File: config.mk
export PLATFORM = sky130hd
export DESIGN_NAME = decode_stage_flat
export DESIGN_NICKNAME = d
export VERILOG_FILES = /design/src/rtl/decode_stage_pkg.sv /design/src/rtl/decode_stage_if.sv /design/src/rtl/decode_stage_regfile.sv /design/src/rtl/decode_stage.sv /design/src/flat_wrapper.sv
export SDC_FILE = /design/constraint.sdc
export NUM_CORES = 2
export LEC_CHECK = 0
export ABC_CLOCK_PERIOD_IN_PS = 6180
export BUFFER_PORTS_ARGS = -buffer_cell sky130_fd_sc_hd__buf_4
export CORE_MARGIN = 10
export CORE_UTILIZATION = 25
export CTS_CLUSTER_SIZE = 16
export DETAILED_ROUTE_END_ITERATION = 10
export GPL_TIMING_DRIVEN = 0
export HOLD_SLACK_MARGIN = 0.06
export SLEW_MARGIN = 20
export SYNTH_ARGS = -nofsm -noshare
export SYNTH_HDL_FRONTEND = slang
export SYNTH_SLANG_ARGS = --single-unit
File: constraint.sdc
create_clock -name clk -period 6.18 [get_ports clk]
set_clock_uncertainty 0.2 [all_clocks]
set_input_delay 1.236 -clock clk [delete_from_list [all_inputs] [get_ports clk]]
set_output_delay 1.236 -clock clk [all_outputs]
set_load 0.005 [all_outputs]
File: src/rtl/decode_stage_pkg.sv
// decode_stage_pkg: ALU opcodes, RV32I opcode constants, immediate formats and the decoded-field record
package decode_stage_pkg;
  typedef enum logic [4:0] {
    ALU_ADD  = 5'd0,
    ALU_SUB  = 5'd1,
    ALU_SLL  = 5'd2,
    ALU_XOR  = 5'd3,
    ALU_SRL  = 5'd4,
    ALU_SRA  = 5'd5,
    ALU_OR   = 5'd6,
    ALU_AND  = 5'd7,
    ALU_SLT  = 5'd8,
    ALU_PASS = 5'd9
  } aluop_e;
  typedef enum logic [2:0] {IMM_I, IMM_S, IMM_B, IMM_U, IMM_J} imm_fmt_e;
  localparam logic [6:0] OPC_OP     = 7'b0110011;
  localparam logic [6:0] OPC_OPIMM  = 7'b0010011;
  localparam logic [6:0] OPC_LOAD   = 7'b0000011;
  localparam logic [6:0] OPC_STORE  = 7'b0100011;
  localparam logic [6:0] OPC_BRANCH = 7'b1100011;
  localparam logic [6:0] OPC_LUI    = 7'b0110111;
  localparam logic [6:0] OPC_AUIPC  = 7'b0010111;
  localparam logic [6:0] OPC_JAL    = 7'b1101111;
  localparam logic [6:0] OPC_JALR   = 7'b1100111;
  typedef struct packed {
    aluop_e      aluop;
    logic        sign;
    logic [31:0] data1;
    logic [31:0] op2;
    logic [31:0] rs2data;
    logic [31:0] imm;
    logic [11:0] pc;
    logic [4:0]  rd;
    logic        regwrite;
    logic        memread;
    logic        memwrite;
    logic        branch;
    logic        jump;
    logic        illegal;
  } id_fields_t;
  function automatic logic [31:0] imm_gen(input logic [31:0] i, input imm_fmt_e f);
    return f == IMM_S ? {{20{i[31]}}, i[31:25], i[11:7]} :
           f == IMM_B ? {{19{i[31]}}, i[31], i[7], i[30:25], i[11:8], 1'b0} :
           f == IMM_U ? {i[31:12], 12'b0} :
           f == IMM_J ? {{11{i[31]}}, i[31], i[19:12], i[20], i[30:21], 1'b0} :
                        {{20{i[31]}}, i[31:20]};
  endfunction
  function automatic aluop_e alu_of(input logic [2:0] f3, input logic alt);
    case (f3)
      3'd0:    return alt ? ALU_SUB : ALU_ADD;
      3'd1:    return ALU_SLL;
      3'd2:    return ALU_SLT;
      3'd3:    return ALU_SLT;
      3'd4:    return ALU_XOR;
      3'd5:    return alt ? ALU_SRA : ALU_SRL;
      3'd6:    return ALU_OR;
      default: return ALU_AND;
    endcase
  endfunction
endpackage

File: src/rtl/decode_stage_if.sv
// decode_stage_if: fetch handshake, writeback port and decoded outputs of the decode stage
interface decode_stage_if;
  logic        if_valid;
  logic [31:0] if_instr;
  logic [11:0] if_pc;
  logic        if_ready;
  logic        ex_ready;
  logic        flush;
  logic        wb_en;
  logic [4:0]  wb_rd;
  logic [31:0] wb_data;
  logic        id_valid;
  logic [4:0]  id_aluop;
  logic        id_sign;
  logic [31:0] id_data1;
  logic [31:0] id_op2;
  logic [31:0] id_rs2data;
  logic [31:0] id_imm;
  logic [11:0] id_pc;
  logic [4:0]  id_rd;
  logic        id_regwrite;
  logic        id_memread;
  logic        id_memwrite;
  logic        id_branch;
  logic        id_jump;
  logic        id_illegal;
  modport slave (
    input  if_valid, if_instr, if_pc, ex_ready, flush, wb_en, wb_rd, wb_data,
    output if_ready, id_valid, id_aluop, id_sign, id_data1, id_op2, id_rs2data, id_imm,
           id_pc, id_rd, id_regwrite, id_memread, id_memwrite, id_branch, id_jump, id_illegal
  );
  modport master (
    output if_valid, if_instr, if_pc, ex_ready, flush, wb_en, wb_rd, wb_data,
    input  if_ready, id_valid, id_aluop, id_sign, id_data1, id_op2, id_rs2data, id_imm,
           id_pc, id_rd, id_regwrite, id_memread, id_memwrite, id_branch, id_jump, id_illegal
  );
endinterface

File: src/rtl/decode_stage_regfile.sv
// regfile: 32x32 register file, two read ports, one write port, write-to-read bypass, x0 hardwired to 0
module regfile (
  input  logic        clk,
  input  logic        reset,
  input  logic [4:0]  ra1,
  input  logic [4:0]  ra2,
  output logic [31:0] rd1,
  output logic [31:0] rd2,
  input  logic        we,
  input  logic [4:0]  wa,
  input  logic [31:0] wd
);
  logic [31:0] mem [32];
  always_ff @(posedge clk)
    if (reset)
      for (int i = 0; i < 32; i++) mem[i] <= '0;
    else if (we && wa != 5'd0)
      mem[wa] <= wd;
  assign rd1 = ra1 == 5'd0 ? '0 : (we && wa == ra1) ? wd : mem[ra1];
  assign rd2 = ra2 == 5'd0 ? '0 : (we && wa == ra2) ? wd : mem[ra2];
endmodule

File: src/rtl/decode_stage.sv
// decode_stage: RV32I decoder with register read and a one-deep valid/ready output register
module decode_stage
  import decode_stage_pkg::*;
(
  input logic          clk,
  input logic          reset,
  decode_stage_if.slave bus
);
  logic [31:0] instr, rs1v, rs2v, imm_i, imm_s, imm_b, imm_u, imm_j;
  logic [6:0]  opc;
  logic [2:0]  f3;
  logic [4:0]  rd;
  logic        valid, accept;
  id_fields_t  d, q;
  assign instr = bus.if_instr;
  assign opc = instr[6:0];
  assign f3 = instr[14:12];
  assign rd = instr[11:7];
  assign imm_i = imm_gen(instr, IMM_I);
  assign imm_s = imm_gen(instr, IMM_S);
  assign imm_b = imm_gen(instr, IMM_B);
  assign imm_u = imm_gen(instr, IMM_U);
  assign imm_j = imm_gen(instr, IMM_J);
  regfile u_regfile (
    .clk(clk), .reset(reset),
    .ra1(instr[19:15]), .ra2(instr[24:20]), .rd1(rs1v), .rd2(rs2v),
    .we(bus.wb_en), .wa(bus.wb_rd), .wd(bus.wb_data)
  );
  always_comb begin
    d = '0;
    d.pc = bus.if_pc;
    d.rd = rd;
    d.data1 = rs1v;
    d.op2 = rs2v;
    d.rs2data = rs2v;
    case (opc)
      OPC_OP: begin
        d.aluop = alu_of(f3, instr[30]);
        d.sign = f3 == 3'd2 || (f3 == 3'd0 && instr[30]);
        d.regwrite = 1'b1;
      end
      OPC_OPIMM: begin
        d.aluop = alu_of(f3, f3 == 3'd5 && instr[30]);
        d.sign = f3 == 3'd2;
        d.imm = imm_i;
        d.op2 = f3[1:0] == 2'b01 ? {27'b0, instr[24:20]} : imm_i;
        d.regwrite = 1'b1;
      end
      OPC_LOAD: begin
        d.imm = imm_i;
        d.op2 = imm_i;
        d.memread = 1'b1;
        d.regwrite = 1'b1;
      end
      OPC_STORE: begin
        d.imm = imm_s;
        d.op2 = imm_s;
        d.memwrite = 1'b1;
      end
      OPC_BRANCH: begin
        d.aluop = ALU_SUB;
        d.sign = !f3[1];
        d.imm = imm_b;
        d.branch = 1'b1;
      end
      OPC_LUI: begin
        d.aluop = ALU_PASS;
        d.data1 = '0;
        d.imm = imm_u;
        d.op2 = imm_u;
        d.regwrite = 1'b1;
      end
      OPC_AUIPC: begin
        d.data1 = {20'b0, bus.if_pc};
        d.imm = imm_u;
        d.op2 = imm_u;
        d.regwrite = 1'b1;
      end
      OPC_JAL, OPC_JALR: begin
        d.data1 = {20'b0, bus.if_pc};
        d.op2 = 32'd4;
        d.imm = opc == OPC_JAL ? imm_j : imm_i;
        d.jump = 1'b1;
        d.regwrite = 1'b1;
      end
      default: d.illegal = 1'b1;
    endcase
    d.regwrite = d.regwrite && rd != 5'd0;
  end
  assign bus.if_ready = !valid || bus.ex_ready;
  assign accept = bus.if_valid && bus.if_ready;
  // flush only kills validity; the held fields are don't-care once id_valid drops
  always_ff @(posedge clk)
    if (reset) begin
      valid <= 1'b0;
      q <= '0;
    end else if (bus.flush)
      valid <= 1'b0;
    else if (accept) begin
      valid <= 1'b1;
      q <= d;
    end else if (bus.ex_ready)
      valid <= 1'b0;
  assign bus.id_valid = valid;
  assign bus.id_aluop = q.aluop;
  assign bus.id_sign = q.sign;
  assign bus.id_data1 = q.data1;
  assign bus.id_op2 = q.op2;
  assign bus.id_rs2data = q.rs2data;
  assign bus.id_imm = q.imm;
  assign bus.id_pc = q.pc;
  assign bus.id_rd = q.rd;
  assign bus.id_regwrite = q.regwrite;
  assign bus.id_memread = q.memread;
  assign bus.id_memwrite = q.memwrite;
  assign bus.id_branch = q.branch;
  assign bus.id_jump = q.jump;
  assign bus.id_illegal = q.illegal;
endmodule

File: src/flat_wrapper.sv
// flat-port wrapper written by rule: the top's interface ports become plain ports
module decode_stage_flat import decode_stage_pkg::*;
  (clk, reset, bus_if_valid, bus_if_instr, bus_if_pc, bus_ex_ready, bus_flush, bus_wb_en, bus_wb_rd, bus_wb_data, bus_if_ready, bus_id_valid, bus_id_aluop, bus_id_sign, bus_id_data1, bus_id_op2, bus_id_rs2data, bus_id_imm, bus_id_pc, bus_id_rd, bus_id_regwrite, bus_id_memread, bus_id_memwrite, bus_id_branch, bus_id_jump, bus_id_illegal);
  decode_stage_if bus_i ();
  input logic clk;
  input logic reset;
  input wire logic [$bits(bus_i.if_valid)-1:0] bus_if_valid;
  input wire logic [$bits(bus_i.if_instr)-1:0] bus_if_instr;
  input wire logic [$bits(bus_i.if_pc)-1:0] bus_if_pc;
  input wire logic [$bits(bus_i.ex_ready)-1:0] bus_ex_ready;
  input wire logic [$bits(bus_i.flush)-1:0] bus_flush;
  input wire logic [$bits(bus_i.wb_en)-1:0] bus_wb_en;
  input wire logic [$bits(bus_i.wb_rd)-1:0] bus_wb_rd;
  input wire logic [$bits(bus_i.wb_data)-1:0] bus_wb_data;
  output wire logic [$bits(bus_i.if_ready)-1:0] bus_if_ready;
  output wire logic [$bits(bus_i.id_valid)-1:0] bus_id_valid;
  output wire logic [$bits(bus_i.id_aluop)-1:0] bus_id_aluop;
  output wire logic [$bits(bus_i.id_sign)-1:0] bus_id_sign;
  output wire logic [$bits(bus_i.id_data1)-1:0] bus_id_data1;
  output wire logic [$bits(bus_i.id_op2)-1:0] bus_id_op2;
  output wire logic [$bits(bus_i.id_rs2data)-1:0] bus_id_rs2data;
  output wire logic [$bits(bus_i.id_imm)-1:0] bus_id_imm;
  output wire logic [$bits(bus_i.id_pc)-1:0] bus_id_pc;
  output wire logic [$bits(bus_i.id_rd)-1:0] bus_id_rd;
  output wire logic [$bits(bus_i.id_regwrite)-1:0] bus_id_regwrite;
  output wire logic [$bits(bus_i.id_memread)-1:0] bus_id_memread;
  output wire logic [$bits(bus_i.id_memwrite)-1:0] bus_id_memwrite;
  output wire logic [$bits(bus_i.id_branch)-1:0] bus_id_branch;
  output wire logic [$bits(bus_i.id_jump)-1:0] bus_id_jump;
  output wire logic [$bits(bus_i.id_illegal)-1:0] bus_id_illegal;
  assign bus_i.if_valid = bus_if_valid;
  assign bus_i.if_instr = bus_if_instr;
  assign bus_i.if_pc = bus_if_pc;
  assign bus_i.ex_ready = bus_ex_ready;
  assign bus_i.flush = bus_flush;
  assign bus_i.wb_en = bus_wb_en;
  assign bus_i.wb_rd = bus_wb_rd;
  assign bus_i.wb_data = bus_wb_data;
  assign bus_if_ready = bus_i.if_ready;
  assign bus_id_valid = bus_i.id_valid;
  assign bus_id_aluop = bus_i.id_aluop;
  assign bus_id_sign = bus_i.id_sign;
  assign bus_id_data1 = bus_i.id_data1;
  assign bus_id_op2 = bus_i.id_op2;
  assign bus_id_rs2data = bus_i.id_rs2data;
  assign bus_id_imm = bus_i.id_imm;
  assign bus_id_pc = bus_i.id_pc;
  assign bus_id_rd = bus_i.id_rd;
  assign bus_id_regwrite = bus_i.id_regwrite;
  assign bus_id_memread = bus_i.id_memread;
  assign bus_id_memwrite = bus_i.id_memwrite;
  assign bus_id_branch = bus_i.id_branch;
  assign bus_id_jump = bus_i.id_jump;
  assign bus_id_illegal = bus_i.id_illegal;
  decode_stage u_core (.clk(clk), .reset(reset), .bus(bus_i));
endmodule
==> run summary <==
die height: 517 um
DRC errors left: 0
Worst EP arrival: 5.41 ns
RSZ-0062 raised after global routing: no
Post-Route WL: 271 mm
CTS tree: yes
Clk Latency, worst-skew pair: 0.81 ns
final worst path period share: 79.6%
Ys Warns: 0
Least-Margin Pin Slew: 1.30 ns
Area Overhead vs Synth: 16.4%
Reg area: 33,900 um2
CTS clk-pin slew, worst paths: 0.06 ns
grt ovf: 0
share of the synthesized area in the top cell type: 49.9%
Clk Tree Root Cell: clkbuf_16
P_leak: 24.2 nW
Yosys top cell by area: edfxtp_1
Area contributors post-synth: edfxtp_1 50%, mux4_2 20%, and2_1 9.0%
largest net degree at the start of global routing: 33
power per cell area: 274 nW/um2
Pins Over Slew Limit: 0
Die ar.: 267,000 um2
CTS resizes: 0
EDFF count, synth: 1,024
fill cell count: 24,700
initial antenna violation count: 25
Die X-Extent: 517 um
CP cell instances: buf_2 > clkbuf_1 > clkbuf_1 > mux4_2 > mux4_2 > mux2i_1 > and3_1 > nor3_1
Syn Inst Count: 4,308
Hold Crit Class: reg -> reg
Yosys reg bits: 1,181
CTS Buf Count: 130
Critical Path RT: 6.67 ns
GRT Util Overall: 19.4%
clk sinks: 1,181
vias in the first global route: 43,800
highest metal used: met5
TritonRoute pass-1 iters: 8
count of buffer and inverter cells on the critical path: 3
share of post-route cells with drive strength above 1: 24.7%
async set or reset register ratio after synthesis: 0%
fmax: 203 MHz
final hold vios: 0
CTS Buffer Depth: 3
DR WL met3: 37.3 mm
drt via density: 5.58
I/O pins: 246
metal2 WL: 121 mm
worst vdd ir: 232 uV
multi-input logic area: 25,800 um2
CP delay by family, top: buffers and inverters
dominant synthesized flop cell: edfxtp_1
wl on met1: 95.9 mm
critical path peak fanout: 10
Site Rows: 182
initial cell density of the core: 25.1%
IO Port Bufs: 232
Critical Path End Type: flop
Synth Area per Inst: 14.3 um2
CP Launch Type: input pin
Netlist cell types: 66
Post-CTS Setup Repair Bufs: 0
CP max stage delay: 0.98 ns
max_slew headroom: 13.6%
via count: 44,900
area of the mapped netlist: 61,600 um2
setup TNS: 0 ns
DR WL/cell: 33.7 um
Seq/Total Area, Yosys: 55.0%
Total Power: 19.7 mW
Setup CP Type: in -> reg
final setup vio count: 0
commonest cells after routing, fill and taps aside: 1,024 x edfxtp_1, 884 x and2_1, 559 x mux4_2
Final HPWL DP: 193 mm
Final #Nets: 4,794
CP max-delay cell: clkbuf_1
first-pass GRT wire length: 362 mm
Final GP Congestion: 0.940
commonest non-fill, non-tap cell in the layout: edfxtp_1
outcome: finished, final reports clean
post-route ant nets: 0
Initial DRC Count: 7,440
Tmin final: 4.92 ns
H-tree levels: 4
Max Cap Violations: 0
Core Area: 246,000 um2
CTS Hold Bufs: 0
cells in the mapped netlist, drive strengths merged (10+ instances only):
cell and n:
edfxtp 1024, nor2 116, a221o 10, o21bai 11, o22ai 23, nor2b 12
buf 142, o211ai 12, o21ai 111, mux2i 138, a22oi 65, nand3 36
o32ai 10, a221oi 15, nand2b 22, nand3b 11, and2 884, dfxtp 157
mux2 31, a211oi 19, nor3 151, and3 18, a32oi 20, nand2 145
a21oi 106, mux4 559, or2 35, clkbuf 335
final timing paths:
check                             start                     to  depth (start not counted)  slack, ns
setup / recovery       bus_if_instr[21]  u_core.bus.id_op2[20]                          8       1.26
hold / removal    u_core.bus.id_imm[17]  u_core.bus.id_imm[17]                          2       0.26
setup reg to reg    u_core.bus.id_valid  u_core.bus.id_op2[11]                          7       2.68
hold reg to reg   u_core.bus.id_imm[17]  u_core.bus.id_imm[17]                          2       0.26
power breakdown:
part | internal (mW) | leakage [nW] | total (mW) | switching, mW
Sequential | 9.10 | 11.0 | 9.34 | 0.245
Combinational | 1.03 | 11.2 | 2.72 | 1.68
Clock | 4.12 | 1.95 | 7.62 | 3.50
Total | 14.3 | 24.2 | 19.7 | 5.43
worst register-to-register path: stages (launching register included):
cell and delay [ns]:
dfxtp_1 0.31, nor2b_1 0.15, nor3b_1 0.46, clkbuf_1 0.60, buf_1 0.63, buf_1 0.59, o2111ai_1 0.30, a21oi_1 0.19
layer usage:
| layer | track usage [%] | up-vias |
|---|---|---|
| li1 | - | 17300 |
| met1 | 23.7 | 23100 |
| met2 | 30.0 | 3631 |
| met3 | 6.75 | 758 |
| met4 | 11.0 | 10 |
| met5 | 0 | - |
kinds of logic after synthesis:
logic type / after synthesis / share of synthesized area, %
and+or+nand+nor: 1459 / 13.5
other: 1 / 0.00608
buffers and inverters: 483 / 3.42
xor gates and xnor gates: 11 / 0.156
AOI/OAI and AO/OA: 445 / 4.71
muxes: 728 / 23.2
DFF: 1181 / 55.0
metrics by stage:
step	hold slack [ns]	worst slack, ns	cells	util [%]	cell area [um2]
after floorplan	0.239	2.56	4340	-	61800
after detailed placement	0.250	0.658	7795	27.6	67700
after global routing	0.275	1.37	8032	29.2	71700
final	0.255	1.26	8037	29.2	71800
after global placement	0.246	0.334	7792	27.5	67500
after CTS	0.258	1.52	8026	29.2	71700
cell type report:
cell class                      instances  area share [%]
Tap cell                             3220            5.62
Multi-Input combinational cell       2676            36.0
Timing Repair Buffer                  235            2.52
Buffer                                477            2.97
Clock inverter                         56           0.664
Sequential cell                      1181            47.2
Inverter                                6          0.0314
Clock buffer                          175            4.90
Antenna cell                           11          0.0384
registers in the layout, indices dropped and copies added (netlist names):
signal	count
u_core.bus.id_rs2data	32
u_core.bus.id_memwrite	1
u_core.bus.id_branch	1
u_core.bus.id_rd	5
u_core.bus.id_memread	1
u_core.bus.id_op2	32
u_core.bus.id_data1	32
u_core.bus.id_aluop	4
u_core.u_regfile.mem	1024
u_core.bus.id_pc	12
u_core.bus.id_imm	32
u_core.bus.id_regwrite	1
u_core.bus.id_sign	1
u_core.bus.id_jump	1
u_core.bus.id_illegal	1
u_core.bus.id_valid	1
(Power assumes the default switching activity.)
